===== src/rtl/bidir_count_monitor.sv =====
// bidir_count_monitor: checks each sample of an up/down counter is exactly +1/-1 from the last one and keeps saturating statistics.
// Optional: define MON_DIRCHG_EN to count direction changes on dir_chg_cnt (tied to 0 otherwise).
module bidir_count_monitor #(
  parameter int W  = 3,
  parameter int CW = 8
) (
  input  logic          CLK,
  input  logic          CLR,
  input  logic          en,
  input  logic          clr_stats,
  input  logic [W-1:0]  q_in,
  input  logic          mode_in,
  output logic          err_pulse,
  output logic          err_sticky,
  output logic [CW-1:0] err_cnt,
  output logic [CW-1:0] up_wraps,
  output logic [CW-1:0] down_wraps,
  output logic [CW-1:0] dir_chg_cnt,
  output logic          locked
);
  typedef enum logic {SYNC, TRACK} state_t;
  state_t        r_state, w_next;
  logic [W-1:0]  r_prev_q, w_exp;
  logic          r_prev_mode, r_err_pulse, r_err_sticky;
  logic [CW-1:0] r_err_cnt, r_up_wraps, r_down_wraps;
  logic          w_check, w_match, w_mismatch, w_up_inc, w_down_inc;
  function automatic logic [CW-1:0] bump(input logic [CW-1:0] c, input logic inc);
    return (inc && !(&c)) ? c + CW'(1) : c;
  endfunction
  always_comb begin
    w_exp      = r_prev_mode ? r_prev_q + W'(1) : r_prev_q - W'(1);
    w_check    = (r_state == TRACK) && en;
    w_match    = w_check && (q_in == w_exp);
    w_mismatch = w_check && (q_in != w_exp);
    w_up_inc   = w_match && r_prev_mode && (&r_prev_q);
    w_down_inc = w_match && !r_prev_mode && (r_prev_q == '0);
    w_next     = (r_state == SYNC) ? (en ? TRACK : SYNC) : (w_match ? TRACK : SYNC);
  end
  // The current sample always becomes the reference, including a mismatching one.
  always_ff @(posedge CLK or negedge CLR)
    if (!CLR) begin
      r_state      <= SYNC;
      r_prev_q     <= '0;
      r_prev_mode  <= 1'b0;
      r_err_pulse  <= 1'b0;
      r_err_sticky <= 1'b0;
      r_err_cnt    <= '0;
      r_up_wraps   <= '0;
      r_down_wraps <= '0;
    end else begin
      r_state      <= w_next;
      r_prev_q     <= q_in;
      r_prev_mode  <= mode_in;
      r_err_pulse  <= w_mismatch;
      r_err_sticky <= clr_stats ? 1'b0 : (r_err_sticky | w_mismatch);
      r_err_cnt    <= clr_stats ? '0 : bump(r_err_cnt, w_mismatch);
      r_up_wraps   <= clr_stats ? '0 : bump(r_up_wraps, w_up_inc);
      r_down_wraps <= clr_stats ? '0 : bump(r_down_wraps, w_down_inc);
    end
`ifdef MON_DIRCHG_EN
  logic [CW-1:0] r_dir_chg;
  logic          w_dir_inc;
  assign w_dir_inc = w_match && (mode_in != r_prev_mode);
  always_ff @(posedge CLK or negedge CLR)
    if (!CLR) r_dir_chg <= '0;
    else      r_dir_chg <= clr_stats ? '0 : bump(r_dir_chg, w_dir_inc);
  assign dir_chg_cnt = r_dir_chg;
`else
  assign dir_chg_cnt = '0;
`endif
  assign err_pulse  = r_err_pulse;
  assign err_sticky = r_err_sticky;
  assign err_cnt    = r_err_cnt;
  assign up_wraps   = r_up_wraps;
  assign down_wraps = r_down_wraps;
  assign locked     = (r_state == TRACK);
endmodule


===== config.mk =====
export PLATFORM = sky130hd
export DESIGN_NAME = bidir_count_monitor
export DESIGN_NICKNAME = d
export VERILOG_FILES = /design/src/rtl/bidir_count_monitor.sv
export SDC_FILE = /design/constraint.sdc
export NUM_CORES = 1
export LEC_CHECK = 0
export BUFFER_PORTS_ARGS = -buffer_cell sky130_fd_sc_hd__buf_4
export CAP_MARGIN = 20
export CORE_MARGIN = 4
export CORE_UTILIZATION = 53
export DETAILED_ROUTE_END_ITERATION = 16
export GPL_ROUTABILITY_DRIVEN = 0
export PLACE_DENSITY = 0.8
export SLEW_MARGIN = 20
export SYNTH_ARGS = -nofsm -noshare
export SYNTH_HDL_FRONTEND = slang
export SYNTH_SLANG_ARGS = --single-unit

===== constraint.sdc =====
create_clock -name CLK -period 3.5 [get_ports CLK]
set_clock_uncertainty 0.2 [all_clocks]
set_input_delay 0 -clock CLK [delete_from_list [all_inputs] [get_ports CLK]]
set_output_delay 0 -clock CLK [all_outputs]
set_load 0.01 [all_outputs]

==> results.toml <==
[status]
outcome = "finished clean"

[logic_synthesis]
ys_seq_area_frac = 0.449
ys_ff_latch = 31
synth_most_common_cell = "dfrtp_1"
ys_types = 42
yosysTopAreaCell = "dfrtp_1"
async_reset_ff_frac = 1.00
synth_area_leaders = "dfrtp_1, mux2_2, nor2_1"
yosysTopAreaCellShare = 0.449
yosysWarnings = 0
syn_area_per_cell_sq_um = 9.87
synthFlopType = "dfrtp_1"
synthCells = 175
netlist_area_sq_um = 1730
synth_commonest_cells = "dfrtp_1, nor2_1, nor2b_1, mux2_2, a21oi_1"
synth_edf_count = 0

[grt]
grt_pass1_vias = 1488
grt_max_degree = 38
antenna_found_initial = 0
grt_pass1_wl_um = 6630
track_usage = 0.202
overflow = 0

[clock_tree]
post_cts_resized = 0
cts.sinks = 31
clk_pin_slew_ns = 0.10
worstSkewPairLatency_ns = 0.34
cts_max_level = 2
cts_tree = "yes"
root_buffer = "clkbuf_4"
numCtsBuffers = 5
cts_buffer_depth = 2

[power_and_ir_drop]
peakVddDrop_uv = 330
leakage_nw = 0.976
p_per_area_nw_per_um2 = 325

[sta]
final_max_slew_viol_count = 0
fin_crit_sh = 0.825
final-hold-violation-count = 0
max-slew-margin-rel = 0.443
tightest_slew_ns = 0.828
tns_ns = 0
period_needed_ns = 2.89
setup_viol = 0
timing.fmax_mhz = 346
rsz0062_at_grt = "false"

[critical_path]
crit_path_max_incr_delay_ns = 0.64
crit_type = "reg -> reg"
startpoint_type = "flop"
critPathArrivalTime_ns = 2.95
slowest_stage = "or4_4"
endpoint_kind = "flop"
cpMostUsedCell = "xnor2_1"
path_max_fanout = 11
path_cells = "inv_1, fa_1, xnor2_1, xnor2_1, or4_4, or4_1, a21oi_1"
crit_required_ns = 3.57

[final_layout]
n_antenna_cell = 0
fin_util = 0.698
fillCellCount = 249
areaGrowthSynthToFinish_pct = 24.5
nets = 231
drive_gt1_frac = 0.268

[placed_design]
dp_hpwl_um = 2530
portBuffers = 34

[floorplanning]
dieArea_sq_um = 4230
core_sq_um = 3080
num_io_pins = 43
initial_utilization = 0.561
num_rows = 20
die_w_um = 65.1
die_y_um = 65.1

[worst_hold_path]
hold_class = "in -> reg"

[flow_run]
drv_cap = 0

[route]
ant_nets = 0
wire_per_inst_um = 14.3
drt_iter0_drc = 60
first_pass_iters = 4
drc = 0
vias = 1459
wirelength_um = 3790
vias_per_cell = 5.53
## worst paths after layout
check | cells after the start | end | from | slack, ns
max in group asynchronous | 4 | err_cnt[6]$_DFFE_PN0P_ | CLR | 2.45
min reg2reg | 2 | err_sticky$_DFF_PN0_ | err_sticky$_DFF_PN0_ | 0.33
max reg2reg | 7 | down_wraps[5]$_DFFE_PN0P_ | r_prev_mode$_DFF_PN0_ | 0.61
min in group asynchronous | 4 | down_wraps[4]$_DFFE_PN0P_ | CLR | 0.46
min | 2 | r_prev_mode$_DFF_PN0_ | mode_in | 0.13
max | 7 | down_wraps[5]$_DFFE_PN0P_ | r_prev_mode$_DFF_PN0_ | 0.61
## cell usage in the layout (no fill, tap or decap), types with 3 or more instances in the layout
master         Yosys  routed
buf_4              8      35
dfrtp_1           31      31
nor2_1            21      21
nor2b_1           11      11
mux2_2            10      10
a21oi_1            9       9
nand2_1            8       8
nand3_1            8       8
conb_1             1       8
dlygate4sd3_1      0       8
nand4_1            7       7
o21ai_0            6       6
xnor2_1            5       5
nor4_1             5       5
clkbuf_4           0       5
and3_1             3       3
nand2b_1           3       3
ha_1               3       3
## registers in the layout, summed over array words and instances, names as in the netlist
| register | flops |
|---|---|
| locked | 1 |
| r_prev_q | 3 |
| r_prev_mode | 1 |
| err_pulse | 1 |
| down_wraps | 8 |
| err_sticky | 1 |
| err_cnt | 8 |
| up_wraps | 8 |
## logic make-up after synthesis
family                     Yosys count  share of synthesized area
AOI/OAI and AO/OA                   23                     0.0819
xor gates and xnor gates             7                     0.0399
adders and majority gates            4                     0.0333
buffers and inverters               16                     0.0565
DFF                                 31                      0.449
muxes                               12                     0.0768
other                                1                    0.00217
and+or+nand+nor                     81                      0.260
## power by group
group | internal (mW) | switching [mW]
Clock | 0.118 | 0.123
Combinational | 0.0356 | 0.0489
Sequential | 0.365 | 0.00794
Total | 0.519 | 0.180
## critical path, delay by kind of cell (launching register included)
kind / cells / cell delay (ns)
buf+inv: 1 / 0.08
fa+ha+maj: 1 / 0.38
xor+xnor: 2 / 0.43
compound gates: 1 / 0.17
simple gates: 2 / 1.12
flops: 1 / 0.44
## metal layers
| layer | global-route usage | up-vias | routed length (um) |
|---|---|---|---|
| met5 | 0 | - | 0 |
| met4 | 0.0855 | 0 | 87 |
| met3 | 0.0607 | 10 | 200 |
| met2 | 0.342 | 44 | 1920 |
| met1 | 0.238 | 706 | 1580 |
| li1 | - | 699 | - |
## layout make-up
type                    count  area [sq um]  share of cell area
clock buffers               8          68.8              0.0320
inverters                   2          7.51             0.00349
multi-input cells         135           880               0.409
flip-flops and latches     31           776               0.361
well taps                  44          55.1              0.0256
repair buffers             44           363               0.169
## per-stage QoR
step | hold WS [ns] | area (sq um) | instances | worst slack (ns) | power (mW)
2_1_floorplan | -0.496 | 1750 | 182 | 0.751 | 0.430
4_1_cts | 0.106 | 2150 | 264 | 0.667 | 0.702
5_1_grt | 0.113 | 2150 | 264 | 0.492 | 0.735
6_report | 0.128 | 2150 | 264 | 0.612 | 0.698
3_5_place_dp | -0.244 | 1980 | 247 | 0.678 | 0.454
3_3_place_gp | -0.249 | 1980 | 247 | 0.774 | 0.449
## repair_timing
action | CTS | global route
hold buffers | 9 | 0
setup buffers | 0 | 0
endpoints found under the hold margin | 52 | 0
No activity file was read; power rests on OpenSTA's default activity.
